[config.mk]
export PLATFORM = sky130hd
export DESIGN_NAME = gmii_tx_framer
export DESIGN_NICKNAME = d
export VERILOG_FILES = /design/src/rtl/eth_tx_pkg.sv /design/src/rtl/crc32_d8.sv /design/src/rtl/gmii_tx_framer.sv
export SDC_FILE = /design/constraint.sdc
export NUM_CORES = 1
export LEC_CHECK = 0
export BUFFER_PORTS_ARGS = -buffer_cell sky130_fd_sc_hd__buf_2
export CAP_MARGIN = 0
export CELL_PAD_IN_SITES_DETAIL_PLACEMENT = 1
export CELL_PAD_IN_SITES_GLOBAL_PLACEMENT = 1
export CORE_ASPECT_RATIO = 1.5
export CORE_MARGIN = 10
export CORE_UTILIZATION = 51
export CTS_CLUSTER_DIAMETER = 50
export DETAILED_ROUTE_END_ITERATION = 10
export GPL_ROUTABILITY_DRIVEN = 0
export GPL_TIMING_DRIVEN = 0
export PLACE_DENSITY = 0.82
export SYNTH_ARGS = -nofsm -noshare
export SYNTH_HDL_FRONTEND = slang
export SYNTH_SLANG_ARGS = --single-unit
[constraint.sdc]
create_clock -name gmii_clk -period 5.39 [get_ports gmii_clk]
set_input_delay 0.539 -clock gmii_clk [delete_from_list [all_inputs] [get_ports gmii_clk]]
set_output_delay 0.539 -clock gmii_clk [all_outputs]
set_load 0.03 [all_outputs]
[src/rtl/eth_tx_pkg.sv]
// Shared types and constants for the Ethernet transmit framer.
// Imported by the framer top and the CRC helper.
package eth_tx_pkg;

    typedef enum logic [2:0] {
        ST_IDLE,
        ST_PREAMBLE,
        ST_SFD,
        ST_DATA,
        ST_PAD,
        ST_FCS,
        ST_IFG
    } tx_state_e;

    localparam logic [7:0]  PREAMBLE_BYTE = 8'h55;
    localparam logic [7:0]  SFD_BYTE      = 8'hD5;
    localparam logic [31:0] CRC_INIT      = 32'hFFFFFFFF;
    localparam logic [31:0] CRC_POLY_REFL = 32'hEDB88320;

endpackage

[src/rtl/crc32_d8.sv]
// Combinational reflected CRC-32 update for one data byte.
// Bit-serial form unrolled over eight iterations.
module crc32_d8
    import eth_tx_pkg::*;
(
    input  logic [31:0] crc_in,
    input  logic [7:0]  data,
    output logic [31:0] crc_out
);

    always_comb begin
        logic [31:0] c;
        c = crc_in ^ {24'h000000, data};
        for (int i = 0; i < 8; i++) begin
            if (c[0]) c = (c >> 1) ^ CRC_POLY_REFL;
            else      c = c >> 1;
        end
        crc_out = c;
    end

endmodule

[src/rtl/gmii_tx_framer.sv]
// GMII transmit framer: preamble, SFD, payload, pad, FCS and IFG.
// All outputs except s_tx_ready and busy are registered.
module gmii_tx_framer
    import eth_tx_pkg::*;
#(
    parameter int PREAMBLE_LEN = 7,
    parameter int MIN_FRAME    = 60,
    parameter int IFG_CYCLES   = 12
) (
    input  logic       gmii_clk,
    input  logic       rst,
    input  logic [7:0] s_tx_data,
    input  logic       s_tx_valid,
    input  logic       s_tx_last,
    input  logic       s_tx_err,
    output logic       s_tx_ready,
    output logic       gmii_tx_en,
    output logic       gmii_tx_err,
    output logic [7:0] gmii_tx_data,
    output logic       busy
);

    localparam logic [7:0]  PRE_LAST = 8'(PREAMBLE_LEN - 1);
    localparam logic [7:0]  IFG_LAST = 8'(IFG_CYCLES - 1);
    localparam logic [16:0] MIN_W    = 17'(MIN_FRAME);

    tx_state_e   state, state_d;
    logic [7:0]  cnt, cnt_d;
    logic [15:0] byte_cnt, byte_cnt_d;
    logic [31:0] crc, crc_d;
    logic        en_d, err_d;
    logic [7:0]  data_d;

    logic [7:0]  crc_data;
    logic [31:0] crc_nxt;
    logic [31:0] crc_inv;
    logic [15:0] cnt_inc;

    assign crc_data = (state == ST_PAD) ? 8'h00 : s_tx_data;
    assign crc_inv  = ~crc;
    assign cnt_inc  = (byte_cnt == 16'hFFFF) ? byte_cnt
                                             : byte_cnt + 16'd1;

    crc32_d8 u_crc (
        .crc_in  (crc),
        .data    (crc_data),
        .crc_out (crc_nxt)
    );

    assign s_tx_ready = (state == ST_DATA);
    assign busy       = (state != ST_IDLE);

    always_comb begin
        state_d    = state;
        cnt_d      = cnt;
        byte_cnt_d = byte_cnt;
        crc_d      = crc;
        en_d       = 1'b0;
        err_d      = 1'b0;
        data_d     = 8'h00;
        unique case (state)
            ST_IDLE: begin
                cnt_d      = 8'd0;
                byte_cnt_d = 16'd0;
                if (s_tx_valid) state_d = ST_PREAMBLE;
            end
            ST_PREAMBLE: begin
                en_d   = 1'b1;
                data_d = PREAMBLE_BYTE;
                if (cnt == PRE_LAST) begin
                    cnt_d   = 8'd0;
                    state_d = ST_SFD;
                end else begin
                    cnt_d = cnt + 8'd1;
                end
            end
            ST_SFD: begin
                en_d    = 1'b1;
                data_d  = SFD_BYTE;
                crc_d   = CRC_INIT;
                state_d = ST_DATA;
            end
            ST_DATA: begin
                en_d = 1'b1;
                if (s_tx_valid) begin
                    data_d     = s_tx_data;
                    err_d      = s_tx_err;
                    crc_d      = crc_nxt;
                    byte_cnt_d = cnt_inc;
                    if (s_tx_last) begin
                        if ({1'b0, cnt_inc} < MIN_W) state_d = ST_PAD;
                        else                         state_d = ST_FCS;
                    end
                end else begin
                    // Underrun: poison the frame and skip pad/FCS.
                    err_d   = 1'b1;
                    state_d = ST_IFG;
                end
            end
            ST_PAD: begin
                en_d       = 1'b1;
                crc_d      = crc_nxt;
                byte_cnt_d = cnt_inc;
                if ({1'b0, cnt_inc} >= MIN_W) state_d = ST_FCS;
            end
            ST_FCS: begin
                en_d = 1'b1;
                unique case (cnt[1:0])
                    2'd0: data_d = crc_inv[7:0];
                    2'd1: data_d = crc_inv[15:8];
                    2'd2: data_d = crc_inv[23:16];
                    2'd3: data_d = crc_inv[31:24];
                endcase
                if (cnt[1:0] == 2'd3) begin
                    cnt_d   = 8'd0;
                    state_d = ST_IFG;
                end else begin
                    cnt_d = cnt + 8'd1;
                end
            end
            ST_IFG: begin
                if (cnt == IFG_LAST) begin
                    cnt_d   = 8'd0;
                    state_d = ST_IDLE;
                end else begin
                    cnt_d = cnt + 8'd1;
                end
            end
            default: state_d = ST_IDLE;
        endcase
    end

    always_ff @(posedge gmii_clk or posedge rst) begin
        if (rst) begin
            state        <= ST_IDLE;
            cnt          <= 8'd0;
            byte_cnt     <= 16'd0;
            crc          <= 32'd0;
            gmii_tx_en   <= 1'b0;
            gmii_tx_err  <= 1'b0;
            gmii_tx_data <= 8'h00;
        end else begin
            state        <= state_d;
            cnt          <= cnt_d;
            byte_cnt     <= byte_cnt_d;
            crc          <= crc_d;
            gmii_tx_en   <= en_d;
            gmii_tx_err  <= err_d;
            gmii_tx_data <= data_d;
        end
    end

endmodule

==> impl_metrics.csv <==
group,metric,value,unit
clock_tree,post-cts-setup-buffers,0,
floorplan,coreArea,0.008516,mm²
routing,drc,0,
global_route,grt_pass1_wl,23030,µm
synth,synth_top_area_share,38.34,%
routing,num_vias,4077,
power_and_ir_drop,p_int,1874,µW
power_and_ir_drop,power.share.clock,14.9,%
status,status,"finished, final reports clean",
global_route,antenna_found_initial,0,
synth,yosysTopAreaCell,"dfrtp_1",
sta,rsz0062_at_grt,"false",
worst_setup_path,cp.arrival,3.25,ns
placed_design,io_buffers,23,
synth,syn_avg_cell_area,8.480,µm²
power_and_ir_drop,combPwrFrac,63.7,%
routing,routed_wl,13860,µm
synth,synth_edf_count,0,
clock_tree,clkSinkCount,69,
clock_tree,post_cts_resized,0,
worst_setup_path,critPathRequiredTime,5.61,ns
clock_tree,clkTransAtPathRegs,0.05,ns
sta,finClkSkew,0.006135,ns
floorplan,die_h,135.1,µm
sta,hold_violations,0,
worst_setup_path,path_max_fanout,8,
worst_setup_path,worstSetupEndpointType,"register",
floorplan,start_util,52.88,%
floorplan,rows,41,
routing,drt_iter0_markers,239,
final_layout,num-fill-cells,1034,
synth,synthArstFlopShare,100.0,%
clock_tree,clkLatencyLatePin,0.33,ns
global_route,grt_pass1_vias,4426,
clock_tree,numCtsBuffers,9,
power_and_ir_drop,fin_total_pwr,3708,µW
final_layout,drive_gt1_share,8.421,%
sta,setup_tns,0,ns
sta,period_needed,3.033,ns
floorplan,fp.dieW,96.72,µm
final_layout,fin_nets,584,
final_layout,area.growth.synth_to_final,11.64,%
routing,ant_nets,0,
sta,post-route-period-util,56.27,%
power_and_ir_drop,switching_share,49.47,%
placed_design,dp_hpwl,10050,µm
clock_tree,clock-root-buffer,"clkbuf_16",
placed_design,pre_cts_ws,2.400,ns
worst_setup_path,start_kind,"register",
synth,synth_ff_type,"dfrtp_1",
power_and_ir_drop,powerDensity,737.5,mW/mm²
power_and_ir_drop,seqPwrFrac,21.4,%
synth,synthCells,531,
sta,maxSlewViolCount,0,
floorplan,dieArea,0.01307,mm²
worst_setup_path,crit_type,"register to register",
synth,ys_warn_count,0,
synth,synth_nets,550,
synth,ys_seq_area_share,38.34,%
run,max-cap-violations,0,
sta,slew_headroom,37.39,%
clock_tree,htreeDepth,3,
clock_tree,cts_tree,"yes",
floorplan,io_pins,25,
power_and_ir_drop,p_switching,1834,µW
synth,yosysUniqueCellTypes,54,
sta,setup_viol,0,
synth,synthTopCellsByCount,"dfrtp_1 (69), nor2_1 (65), a21oi_1 (49)",
hold_path,hold_path.class,"input pin to asynchronous set/reset pin",
sta,setup_ws,2.357,ns
clock_tree,holdBufCountCts,0,
synth,synth.ff_latch_count,69,
synth,netlist_area,0.004503,mm²
power_and_ir_drop,leakage,0.002023,µW
power_and_ir_drop,ir_drop,341.4,µV
routing,drt_pre_antenna_iters,5,
synth,synth.area.top_cells,"dfrtp_1 (38%), xnor2_1 (8.4%), xor2_1 (6.4%)",
global_route,track_usage,21.62,%
final_layout,antennaDiodeCount,0,
global_route,grt_max_degree,70,
routing,wl_per_cell,20.47,µm
synth,yosysMostFrequentCell,"dfrtp_1",
global_route,grt-ovfl-total,0,
sta,worstMarginPinSlew,0.9306,ns
sta,clock.fmax,329.7,MHz
clock_tree,cts.path.max_buffers,2,
routing,viasPerCell,6.022,
## per-stage QoR
step | hold WS (ns) | area (µm²) | cells | utilization, %
floorplan | 0.4382 | 4503 | 531 | -
global placement | 0.4621 | 4752 | 661 | 55.80
detailed placement | 0.4811 | 4755 | 661 | 55.83
CTS | 0.4304 | 5027 | 677 | 59.04
global route | 0.4636 | 5027 | 677 | 59.04
finish | 0.3968 | 5027 | 677 | 59.04
## critical path: stages (launching register included)
cell and delay (ns):
dfrtp_1 0.35, buf_2 0.16, nor3b_2 0.47, nor2_1 0.16, xnor2_1 0.75, xnor3_1 0.46
o21ai_1 0.19, a211oi_1 0.09, a211o_1 0.28
## final timing paths
kind | cells after the start | slack [ns] | end | from
max | 8 | 2.36 | crc[19] | state[1]
min in group gmii_clk | 3 | 0.43 | gmii_tx_data[5] | s_tx_data[5]
min reg2reg | 1 | 0.49 | cnt[7] | cnt[7]
min | 2 | 0.40 | gmii_tx_data[5] | rst
max reg2reg | 8 | 2.36 | crc[19] | state[1]
max in group asynchronous | 2 | 4.40 | cnt[1] | rst
## registers in the layout, indices dropped and copies added, names as in the netlist
| name | flops |
|---|---|
| gmii_tx_err | 1 |
| gmii_tx_data | 8 |
| gmii_tx_en | 1 |
| cnt | 8 |
| byte_cnt | 16 |
| state | 3 |
| crc | 32 |
## layout make-up
| type | instances | area (µm²) | area share [%] |
|---|---|---|---|
| tap | 107 | 133.9 | 2.663 |
| clock inverter | 1 | 5.005 | 0.09955 |
| inverter | 17 | 66.31 | 1.319 |
| sequential | 69 | 1727 | 34.35 |
| timing repair buffer | 23 | 115.1 | 2.290 |
| clock buffer | 15 | 267.8 | 5.326 |
| multi-input combinational | 411 | 2569 | 51.10 |
| buffer | 34 | 143.9 | 2.862 |
## power by group through the flow
stage | clock, µW | combinational, µW | sequential (µW)
4_1_cts | 561 | 2350 | 792
5_1_grt | 586 | 2570 | 808
3_3_place_gp | 0 | 2220 | 792
2_1_floorplan | 0 | 1690 | 820
6_report | 553 | 2360 | 795
3_5_place_dp | 0 | 2300 | 800
## per-layer routing
metal	vias up	global-route usage (%)	routed length (µm)
met5	-	0	0
met4	0	12.75	686
met3	41	4.137	454
met2	98	38.93	7315
met1	2029	22.83	5403
li1	1909	-	-
## cells by family (layout without fill, tap and decap cells)
kind of cell	count (synthesis)	in the layout	share of synthesized area, %
AND/OR/NAND/NOR	171	171	17.42
AO/OA/AOI/OAI	152	152	21.01
multiplexers	1	1	0.2223
adder cells (fa/ha/maj)	6	6	1.667
flip-flops	69	69	38.34
buffers and inverters	51	90	4.612
XOR/XNOR	81	81	16.73
## placed cells by master, fill, tap and decap left out, types with 3 or more instances in the layout
cell / Yosys / routed
buf_2: 1 / 24
o22ai_1: 9 / 9
nor3_1: 4 / 4
nand2b_1: 5 / 5
nor2_1: 65 / 65
xnor2_1: 43 / 43
nand2_1: 44 / 44
a31oi_1: 16 / 16
xor2_1: 33 / 33
nand4_1: 4 / 4
o31ai_1: 13 / 13
a211o_1: 5 / 5
dfrtp_1: 69 / 69
clkbuf_16: 0 / 9
nor4_1: 4 / 4
ha_1: 6 / 6
inv_1: 16 / 15
o21a_1: 4 / 4
and3_1: 6 / 6
nor2b_1: 9 / 9
and2_1: 4 / 4
o21ai_0: 34 / 34
a21oi_1: 49 / 49
nand3_1: 19 / 19
clkbuf_1: 29 / 33
o221ai_1: 3 / 3
No activity file was read; power rests on OpenSTA's default activity.
